### config.mk
export PLATFORM = sky130hd
export DESIGN_NAME = hs4_responder_flat
export DESIGN_NICKNAME = d
export VERILOG_FILES = /design/src/rtl/hs4_responder_if.sv /design/src/rtl/hs4_responder.sv /design/src/flat_wrapper.sv
export SDC_FILE = /design/constraint.sdc
export NUM_CORES = 1
export LEC_CHECK = 0
export CAP_MARGIN = 25
export CORE_MARGIN = 2
export CORE_UTILIZATION = 38
export DETAILED_ROUTE_END_ITERATION = 10
export PLACE_DENSITY_LB_ADDON = 0.15
export SETUP_SLACK_MARGIN = 0.1
export SLEW_MARGIN = 20
export SYNTH_ARGS = -nofsm -noshare
export SYNTH_HDL_FRONTEND = slang
export SYNTH_SLANG_ARGS = --single-unit
### constraint.sdc
create_clock -name clk -period 1.63 [get_ports clk]
set_input_delay 0.163 -clock clk [delete_from_list [all_inputs] [get_ports clk]]
set_output_delay 0.163 -clock clk [all_outputs]
set_load 0.005 [all_outputs]
### src/rtl/hs4_responder_if.sv
// Four-phase bundled-data receive link plus the local valid/ready delivery port.
// The master side is the initiator/local logic; the responder uses the slave side.
interface hs4_responder_if #(
    parameter int DW = 8
);
    logic          req_i;
    logic [DW-1:0] data_i;
    logic          ack_o;
    logic          out_valid_o;
    logic          out_ready_i;
    logic [DW-1:0] out_data_o;
    logic          busy_o;
    logic          proto_err_o;
    logic          err_clr_i;

    modport master (
        output req_i,
        output data_i,
        output out_ready_i,
        output err_clr_i,
        input  ack_o,
        input  out_valid_o,
        input  out_data_o,
        input  busy_o,
        input  proto_err_o
    );

    modport slave (
        input  req_i,
        input  data_i,
        input  out_ready_i,
        input  err_clr_i,
        output ack_o,
        output out_valid_o,
        output out_data_o,
        output busy_o,
        output proto_err_o
    );
endinterface

### src/rtl/hs4_responder.sv
// Responder end of a four-phase req/ack bundled-data link: synchronises req,
// captures the word, hands it to local logic, then runs the return-to-zero ack.
module hs4_responder #(
    parameter int DW          = 8,
    parameter int SYNC_STAGES = 2,
    parameter int ACK_DELAY   = 0
) (
    input  logic               clk,
    input  logic               rst_n,
    hs4_responder_if.slave     bus
);
    typedef enum logic [1:0] {
        IDLE    = 2'd0,
        DELIVER = 2'd1,
        WAIT    = 2'd2,
        ACK_UP  = 2'd3
    } state_t;

    localparam int            CW       = 4;
    localparam logic [CW-1:0] DELAY_LD = CW'(ACK_DELAY);

    state_t                 state_r;
    state_t                 state_nxt_s;
    logic [SYNC_STAGES-1:0] sync_r;
    logic                   req_s;
    logic [CW-1:0]          cnt_r;
    logic [CW-1:0]          cnt_nxt_s;
    logic                   ack_r;
    logic                   ack_nxt_s;
    logic                   valid_r;
    logic                   valid_nxt_s;
    logic [DW-1:0]          data_r;
    logic [DW-1:0]          data_nxt_s;
    logic                   busy_r;
    logic                   err_r;
    logic                   err_nxt_s;
    logic                   abort_r;
    logic                   abort_nxt_s;
    logic                   viol_s;
    logic                   fire_s;

    assign req_s = sync_r[SYNC_STAGES-1];

    // Request synchroniser chain; data_i is only looked at once req_s is high.
    always_ff @(posedge clk or negedge rst_n) begin
        if (!rst_n) begin
            sync_r <= {SYNC_STAGES{1'b0}};
        end else begin
            sync_r <= {sync_r[SYNC_STAGES-2:0], bus.req_i};
        end
    end

    // Next-state and next-output logic for the handshake sequencer.
    always_comb begin
        state_nxt_s = state_r;
        cnt_nxt_s   = cnt_r;
        ack_nxt_s   = ack_r;
        valid_nxt_s = valid_r;
        data_nxt_s  = data_r;
        abort_nxt_s = abort_r;
        viol_s      = 1'b0;
        fire_s      = valid_r & bus.out_ready_i;

        case (state_r)
            IDLE: begin
                abort_nxt_s = 1'b0;
                ack_nxt_s   = 1'b0;
                if (req_s) begin
                    data_nxt_s  = bus.data_i;
                    valid_nxt_s = 1'b1;
                    state_nxt_s = DELIVER;
                end else begin
                    valid_nxt_s = 1'b0;
                    state_nxt_s = IDLE;
                end
            end

            DELIVER: begin
                // The initiator must hold req until it sees ack.
                viol_s      = ~req_s;
                abort_nxt_s = abort_r | viol_s;
                if (fire_s) begin
                    valid_nxt_s = 1'b0;
                    if (ACK_DELAY > 0) begin
                        cnt_nxt_s   = DELAY_LD;
                        state_nxt_s = WAIT;
                    end else if (abort_nxt_s) begin
                        state_nxt_s = IDLE;
                    end else begin
                        ack_nxt_s   = 1'b1;
                        state_nxt_s = ACK_UP;
                    end
                end else begin
                    valid_nxt_s = 1'b1;
                end
            end

            WAIT: begin
                viol_s      = ~req_s;
                abort_nxt_s = abort_r | viol_s;
                if (cnt_r <= 4'd1) begin
                    cnt_nxt_s = 4'd0;
                    if (abort_nxt_s) begin
                        state_nxt_s = IDLE;
                    end else begin
                        ack_nxt_s   = 1'b1;
                        state_nxt_s = ACK_UP;
                    end
                end else begin
                    cnt_nxt_s = cnt_r - 4'd1;
                end
            end

            ACK_UP: begin
                if (!req_s) begin
                    ack_nxt_s   = 1'b0;
                    state_nxt_s = IDLE;
                end else begin
                    ack_nxt_s   = 1'b1;
                end
            end

            default: begin
                ack_nxt_s   = 1'b0;
                valid_nxt_s = 1'b0;
                abort_nxt_s = 1'b0;
                cnt_nxt_s   = 4'd0;
                state_nxt_s = IDLE;
            end
        endcase
    end

    // Sticky protocol error: a fresh violation beats a simultaneous clear.
    always_comb begin
        err_nxt_s = err_r;
        if (viol_s) begin
            err_nxt_s = 1'b1;
        end else if (bus.err_clr_i) begin
            err_nxt_s = 1'b0;
        end else begin
            err_nxt_s = err_r;
        end
    end

    // State and registered outputs.
    always_ff @(posedge clk or negedge rst_n) begin
        if (!rst_n) begin
            state_r <= IDLE;
            cnt_r   <= 4'd0;
            ack_r   <= 1'b0;
            valid_r <= 1'b0;
            data_r  <= {DW{1'b0}};
            busy_r  <= 1'b0;
            err_r   <= 1'b0;
            abort_r <= 1'b0;
        end else begin
            state_r <= state_nxt_s;
            cnt_r   <= cnt_nxt_s;
            ack_r   <= ack_nxt_s;
            valid_r <= valid_nxt_s;
            data_r  <= data_nxt_s;
            busy_r  <= (state_nxt_s != IDLE);
            err_r   <= err_nxt_s;
            abort_r <= abort_nxt_s;
        end
    end

    assign bus.ack_o       = ack_r;
    assign bus.out_valid_o = valid_r;
    assign bus.out_data_o  = data_r;
    assign bus.busy_o      = busy_r;
    assign bus.proto_err_o = err_r;
endmodule
### src/flat_wrapper.sv
// flat-port wrapper written by rule: the top's interface ports become plain ports
module hs4_responder_flat 
#(
    parameter int DW          = 8,
    parameter int SYNC_STAGES = 2,
    parameter int ACK_DELAY   = 0
)
  (clk, rst_n, bus_req_i, bus_data_i, bus_out_ready_i, bus_err_clr_i, bus_ack_o, bus_out_valid_o, bus_out_data_o, bus_busy_o, bus_proto_err_o);
  hs4_responder_if #(.DW(DW)) bus_i ();
  input  logic clk;
  input  logic rst_n;
  input wire logic [$bits(bus_i.req_i)-1:0] bus_req_i;
  input wire logic [$bits(bus_i.data_i)-1:0] bus_data_i;
  input wire logic [$bits(bus_i.out_ready_i)-1:0] bus_out_ready_i;
  input wire logic [$bits(bus_i.err_clr_i)-1:0] bus_err_clr_i;
  output wire logic [$bits(bus_i.ack_o)-1:0] bus_ack_o;
  output wire logic [$bits(bus_i.out_valid_o)-1:0] bus_out_valid_o;
  output wire logic [$bits(bus_i.out_data_o)-1:0] bus_out_data_o;
  output wire logic [$bits(bus_i.busy_o)-1:0] bus_busy_o;
  output wire logic [$bits(bus_i.proto_err_o)-1:0] bus_proto_err_o;
  assign bus_i.req_i = bus_req_i;
  assign bus_i.data_i = bus_data_i;
  assign bus_i.out_ready_i = bus_out_ready_i;
  assign bus_i.err_clr_i = bus_err_clr_i;
  assign bus_ack_o = bus_i.ack_o;
  assign bus_out_valid_o = bus_i.out_valid_o;
  assign bus_out_data_o = bus_i.out_data_o;
  assign bus_busy_o = bus_i.busy_o;
  assign bus_proto_err_o = bus_i.proto_err_o;
  hs4_responder #(.DW(DW), .SYNC_STAGES(SYNC_STAGES), .ACK_DELAY(ACK_DELAY)) u_core (.clk(clk), .rst_n(rst_n), .bus(bus_i));
endmodule
==> results summary, run 1 <==
The number of hold violations in the final report is 0. The sum of met2 wire segment lengths after detailed routing came out at around 1.1 mm. The synthesized cell area is ~0.0010 mm^2.

The final weighted congestion of routability-driven global placement is 0.812. The worst setup path is launched from a flip-flop. The area after detailed placement came out at around 0.0013 mm^2. The cell chosen for the clock root is sky130_fd_sc_hd__clkbuf_4.

The highest metal layer carrying signal wires in the routed design is met4. The vias per cell is roughly 5.3. The fraction of final layout cells with drive strength greater than 1 came out at 29.6%.

In the final routed layout, each cell accounts on average for 13.4 um. The routed design has approximately 2.1 mm of wire. For this design the static power due to leakage is 0.623 nW. Measured along the y axis, the die boundary spans ~56 um. The maximum ir drop on the vdd rail is 0.937 mV. The placed wire-length estimate came out at about 1.4 mm.

The slew at the pin closest to its max-slew limit came out at between 0.4 and 0.5 ns. The sequential standard cell area came out at approximately 530 um^2. TritonCTS created 3 clock buffers.

The power per standard cell area came out at around 1400 mW/mm^2. The routed design could run at a clock period as short as between 1.5 and 2 ns. For this run, the detailed router's first-pass iteration total came to 4. The routed length on met3 is 117 um. Sorting the synthesized cells by area gives the leading types as sky130_fd_sc_hd__dfrtp_1 (52%), sky130_fd_sc_hd__mux2_2 (8.9%), sky130_fd_sc_hd__ha_1 (7.4%).

The first routing iteration left 17 violations. TritonCTS built the clock tree. Setup violations remaining at the end of the flow were counted as 0. The number of nets handed over by synthesis was between 100 and 150.

Entering global routing, the biggest net connects 22 pins. The die is 55.6 um wide. The sequential cell area fraction in the yosys report is about half. The number of antenna cells inserted is 0.

Fill cells in the final layout number 201. Max-cap violations in this run came to 0. In this run the tightest slew margin relative to its limit is between 70% and 80%. The number of storage elements in the synthesis netlist is 21. Traced cell by cell, the critical path runs through buf_6 > ha_4 > o21ba_1 > o21a_1 > o32ai_2 > a31oi_1. STA classifies the critical path endpoint as a flip-flop. The count of H-tree levels built during CTS is 1.

The core region is ~0.0025 mm^2. In this run the critical register-to-register path is launched from u_core.state_r[1]. The share of the synthesized area in the top cell type is 51.9%.

The number of routed nets with antenna violations came out at 0. The cell area after layout is 0.00147 mm^2. Row generation in the floorplan step produced 18 rows.

The worst register-to-register path ends at u_core.bus.busy_o. Timing would allow up to about 650 MHz. The leading area contributor after synthesis is sky130_fd_sc_hd__dfrtp_1. The worst stage delay on the critical path came out at 0.43 ns. In the global route stage, overall resource usage came out at about 15%. The length in cells of the worst reg-to-reg path is 6.

The slowest stage of the critical path belongs to the cell sky130_fd_sc_hd__dfrtp_1. The number of buffers between clock root and the deepest sink came out at 2. The highest net fanout along the worst path is 3.

Clock skew on the completed layout was measured at about 0.0017 ns. The number of warnings printed during yosys synthesis came out at 0. The remaining global-route overflow is 0. The hold slack is between 0.15 and 0.2 ns. The via count of the first global-routing pass came out at about 830. Each instance of the synthesized netlist takes up on average 11.5 um^2. Data on the critical path arrives at its endpoint at roughly 1.7 ns. The number of port buffers came out at 24.

Setup repair after global routing could not meet its margin everywhere. The initial utilization of the core area, before any placement, comes to between 40% and 50%. The library cell used most frequently in the layout, excluding fill and tap cells, is sky130_fd_sc_hd__clkdlybuf4s50_1. The number of nets in the final layout is roughly 150. The clock latency of the later-clocked register in the worst-skew pair is roughly 0.32 ns. The number of instances in the synthesized netlist is just under 90.

The count of boundary I/O pins is 25. The clock edge transition at the registers on the reported setup and hold paths came out at 0.12 ns. The min-delay analysis places its worst path in the category in -> async.

The routed via count is about 800. The remaining design rule violation count is 0. The met1 routed wirelength after detailed routing is 870 um. In the finished design, the share of the clock period the worst path needs comes to about 94%.

The count of cell types in the netlist is 31. The max-slew violation total from the final report is 0. The initial antenna violation count came out at 0. The first-pass GRT wire length came out at around 3.6 mm.

The area of the multi-input gates came out at a little over 500 um^2. The type of the worst setup path is reg -> reg. The run finished with clean final reports. The minimum setup slack among reg-to-reg paths is approximately 0.093 ns. At the worst endpoint, the required time is ~1.8 ns. Clock tree synthesis found a total of 21 sinks. In the layout the commonest cells are sky130_fd_sc_hd__clkdlybuf4s50_1 (24), sky130_fd_sc_hd__dfrtp_1 (21), sky130_fd_sc_hd__mux2_2 (8), sky130_fd_sc_hd__buf_4 (8).

The die footprint came out at ~0.0031 mm^2. The layout-stage area growth over the synthesis result is 45.1%.
-- critical path, delay by kind of cell, from the launching register on --
kind	cells	cell delay [ns]
flip-flops	1	0.43
AO/OA/AOI/OAI	4	0.70
buffers and inverters	1	0.14
adder cells (fa/ha/maj)	1	0.15
-- repair_timing --
action / CTS / global route
endpoints found under the hold margin: 0 / 0
setup buffers: 4 / 1
hold buffers: 0 / 0
resized for setup: 11 / 6
pin swaps: 2 / 2
endpoints found under the setup margin: 5 / 5
-- cell families after synthesis --
kind of cell / share of synthesized area [%]
AO/OA/AOI/OAI: 16.1
adder cells (fa/ha/maj): 7.42
multiplexers: 8.90
AND/OR/NAND/NOR: 11.6
flip-flops: 51.9
buffers and inverters: 4.08
-- cell type report --
class,count,share of cell area [%]
multi-input cells,59,34.8
clock buffers,3,1.53
clock inverters,1,0.511
inverters,6,1.53
flip-flops and latches,21,35.8
well taps,30,2.56
repair buffers,35,23.3
-- worst max-delay path by stage --
stage | from | end | slack, ns | cells past startpoint
after floorplan | u_core.state_r[0] | u_core.bus.busy_o | 0.08 | 7
after global placement | u_core.state_r[1] | u_core.bus.busy_o | 0.03 | 6
after detailed placement | u_core.state_r[1] | u_core.bus.busy_o | 0.01 | 6
after CTS | u_core.cnt_r[0] | u_core.bus.busy_o | 0.1 | 6
after global routing | u_core.state_r[0] | u_core.bus.ack_o | -0.01 | 6
final | u_core.state_r[1] | u_core.bus.busy_o | 0.09 | 6
-- stage by stage --
step	util, %	setup TNS, ns	instances	worst slack (ns)	total power, mW
final	58.8	0	155	0.0933	2.02
after global routing	58.8	-0.0189	155	-0.0101	2.17
after CTS	57.3	0	154	0.0953	2.02
after detailed placement	53.2	0	146	0.0129	1.70
after global placement	53.2	0	146	0.0275	1.69
after floorplan	-	0	88	0.0763	1.21
-- registers in the layout (all words and copies together), names as in the netlist --
| register | count |
|---|---|
| u_core.bus.busy_o | 1 |
| u_core.abort_r | 1 |
| u_core.bus.out_valid_o | 1 |
| u_core.bus.ack_o | 1 |
| u_core.sync_r | 2 |
| u_core.bus.proto_err_o | 1 |
| u_core.bus.out_data_o | 8 |
| u_core.state_r | 2 |
| u_core.cnt_r | 4 |
-- power breakdown --
group | internal, mW | leakage, nW | total, mW | switching (mW)
clock network | 0.0940 | 0.0139 | 0.271 | 0.177
logic | 0.600 | 0.350 | 0.945 | 0.345
registers | 0.696 | 0.259 | 0.801 | 0.106
total | 1.39 | 0.623 | 2.02 | 0.627
-- cells in the mapped netlist --
library cell / instances
sky130_fd_sc_hd__nand3_1: 5
sky130_fd_sc_hd__nor4_1: 1
sky130_fd_sc_hd__nand2b_1: 3
sky130_fd_sc_hd__o21a_1: 2
sky130_fd_sc_hd__dfrtp_1: 21
sky130_fd_sc_hd__o22a_1: 1
sky130_fd_sc_hd__a21o_1: 2
sky130_fd_sc_hd__nor2_1: 5
sky130_fd_sc_hd__mux2_2: 8
sky130_fd_sc_hd__nand2_1: 5
sky130_fd_sc_hd__o21ai_0: 2
sky130_fd_sc_hd__o21ba_1: 1
sky130_fd_sc_hd__or3_1: 1
sky130_fd_sc_hd__o22ai_1: 2
sky130_fd_sc_hd__a21boi_1: 1
sky130_fd_sc_hd__a31oi_1: 1
sky130_fd_sc_hd__o31a_2: 1
sky130_fd_sc_hd__nor2b_1: 1
sky130_fd_sc_hd__buf_6: 1
sky130_fd_sc_hd__a211oi_1: 1
sky130_fd_sc_hd__inv_1: 6
sky130_fd_sc_hd__o31a_1: 1
sky130_fd_sc_hd__a2111o_1: 1
sky130_fd_sc_hd__o32ai_2: 1
sky130_fd_sc_hd__and2b_1: 1
sky130_fd_sc_hd__buf_4: 1
sky130_fd_sc_hd__o21ai_1: 1
sky130_fd_sc_hd__a21oi_1: 2
sky130_fd_sc_hd__o2bb2ai_1: 1
sky130_fd_sc_hd__nor3_1: 2
sky130_fd_sc_hd__ha_1: 6
-- routing by layer --
layer | global-route usage (%) | vias up
li1 | - | 387
met1 | 16.8 | 406
met5 | 0 | -
met4 | 4.18 | 0
met3 | 6.05 | 3
met2 | 25.5 | 20
Note: power is estimated with default switching activity, not from simulation.
==> run 2: changes to the inputs <==
- clock period: 1.63 -> 1.96 ns (I/O delays scaled with it)
==> results summary, run 2 (synthesized netlist as in run 1, its figures left out) <==
In the routed layout, each cell is associated on average with a via count of ~5.1. The remaining global-route overflow is 0. For this block, the routed nets add up to between 1.5 and 2 mm of wire. The achievable frequency is about 580 MHz. The number of hold violations in the final report is 0. For this run, design rule violations remaining after detail routing come to 0.

The pre-CTS setup slack is 0.249 ns. The max-slew violation total from the final report is 0. STA classifies the critical path endpoint as a flip-flop. The switching part of the total power came out at between 30% and 40%. The combinational cell fraction of total power came out at a little over two fifths. Summed over all nets, the switching power comes to approximately 470 uW.

The clock latency of the later-clocked register in the worst-skew pair came out at 0.30 ns. The slew at the pin closest to its max-slew limit came out at around 0.42 ns. The via count of the first global-routing pass came out at 700. Overall power consumption after layout is estimated at about 1.5 mW. The largest net degree at the start of global routing is 22.

The vertical die dimension is around 56 um. The die footprint is roughly 0.003 mm^2. On the critical path, the stage with the largest delay is an instance of sky130_fd_sc_hd__dfrtp_1. The post-cts gate resize count is 0. The internal portion of total power came out at between 1 and 1.5 mW. The count of boundary I/O pins is 25. The final critical-path setup slack is roughly 0.23 ns. The TritonCTS clock tree is yes. The max-cap check violation count is 0.

The highest net fanout along the worst path is 9. The worst path uses between 80% and 90% of the clock period. Once the clock tree was built, the setup fixing pass inserted 0 buffers.

The cell sitting at the root of the clock tree is a sky130_fd_sc_hd__clkbuf_4. The required time reported for the critical path endpoint came out at approximately 2.1 ns. The horizontal die dimension came out at between 50 and 60 um. The maximum ir drop on the vdd rail came out at 0.743 mV. The area of the core is around 0.0025 mm^2. The power per standard cell area came out at between 1000 and 1500 mW/mm^2.

The part of the power in registers came out at between 40% and 50%. The first-pass iteration count of the detailed router is 4. The routed via count is approximately 740. The hold slack is 0.222 ns. The number of port buffers came out at 24. The tightest min-delay check is of the in -> async type. The critical path is of the reg -> reg type. The global-route total usage across every layer is 12.9%.

The worst-case clock skew is between 0.006 and 0.007 ns. The number of antenna cells inserted is 0. The count of H-tree levels built during CTS came out at 1. After clock tree synthesis, the clock-pin slew on the worst setup and hold paths is around 0.12 ns. The initial antenna violation count came out at 0. The worst pin sits at a relative slew slack of around 70%. The number of clock buffers inserted by TritonCTS came out at 3. The wire-length estimate of the detail-placed layout is about 1.4 mm. The leakage power is around 0.56 nW. The post-cts hold buffer count is 0.

The first-pass GRT wire length is roughly 3.2 mm. The total negative slack came out at 0 ns. The clock net sink count is 21.

The number of buffers between clock root and the deepest sink is 2. In the final design database the tool counted around 140 nets. The detailed-route wire length per cell is approximately 13 um.

The layout-stage area growth over the synthesis result is 28.9%. Once detail routing completed, the nets flagged for antenna violations numbered 0. The number of DRC markers after the initial detailed-route iteration is 8. Leaving out fill and tap cells, the most frequent cells in the layout are sky130_fd_sc_hd__clkdlybuf4s50_1 (24), sky130_fd_sc_hd__dfrtp_1 (21), sky130_fd_sc_hd__mux2_2 (8). Setup repair after global routing left no endpoint under its margin. STA classifies the critical path startpoint as a flip-flop.

The clock network accounts for between 10% and 20% of the total power. The library cell used most frequently in the layout, excluding fill and tap cells, is sky130_fd_sc_hd__clkdlybuf4s50_1. Walking the worst path, the cells encountered are inv_1 > ha_1 > o21ba_1 > o21a_1 > o32ai_2 > a31oi_1. The worst stage delay on the critical path is about 0.45 ns. After floorplanning, the core was divided into 18 placement rows. The run finished with clean final reports. STA puts the critical path data arrival time at ~1.9 ns. The register with the most flip-flops in the layout has 8 of them. The fraction of final layout cells with drive strength greater than 1 came out at ~12%. The post-route minimum period is ~1.7 ns. Routability-driven placement finished with a final weighted congestion of slightly above 0.8.

Setup violations remaining at the end of the flow were counted as 0. The effective utilization at floorplan came out at ~40%.
## run 2: critical path: cells and delay by family (launching register included)
family	cells	cell delay, ns
AO/OA/AOI/OAI	4	0.75
adder cells (fa/ha/maj)	1	0.31
buffers and inverters	1	0.09
flip-flops	1	0.45
## run 2: final cells by class
| type | instances | area (um^2) |
|---|---|---|
| Fill cell | 220 | 1190 |
| Sequential cell | 21 | 526 |
| Multi-Input combinational cell | 59 | 445 |
| Timing Repair Buffer | 25 | 248 |
| Tap cell | 30 | 37.5 |
| Clock buffer | 4 | 26.3 |
| Inverter | 6 | 22.5 |
## run 2: worst paths after layout
path / to / startpoint / slack (ns) / cells after the start
setup / recovery: u_core.bus.busy_o / u_core.state_r[0] / 0.23 / 6
hold / removal: u_core.cnt_r[0] / rst_n / 0.22 / 2
setup reg to reg: u_core.bus.busy_o / u_core.state_r[0] / 0.23 / 6
hold reg to reg: u_core.sync_r[1] / u_core.sync_r[0] / 0.36 / 0
max in group asynchronous: u_core.sync_r[1] / rst_n / 1.52 / 2
min in group clk: u_core.sync_r[0] / bus_req_i / 0.34 / 1
## run 2: routing by layer
metal	wire (um)	track usage, %
met5	0	0
met3	143	4.88
met1	869	17.3
met2	816	19.2
met4	10	4.18
## run 2: per-stage QoR
stage | std cells | instance area, um^2 | util (%)
after floorplan | 88 | 1010 | -
after global placement | 141 | 1280 | 51.2
after detailed placement | 141 | 1280 | 51.2
after CTS | 145 | 1310 | 52.2
after global routing | 145 | 1310 | 52.2
final | 145 | 1310 | 52.2
## run 2: power by group through the flow
stage	clock network, mW	registers, mW	logic (mW)
after global placement	0	0.676	0.670
after floorplan	0	0.677	0.331
final	0.206	0.672	0.672
after detailed placement	0	0.684	0.678
after global routing	0.235	0.690	0.742
after CTS	0.217	0.674	0.683
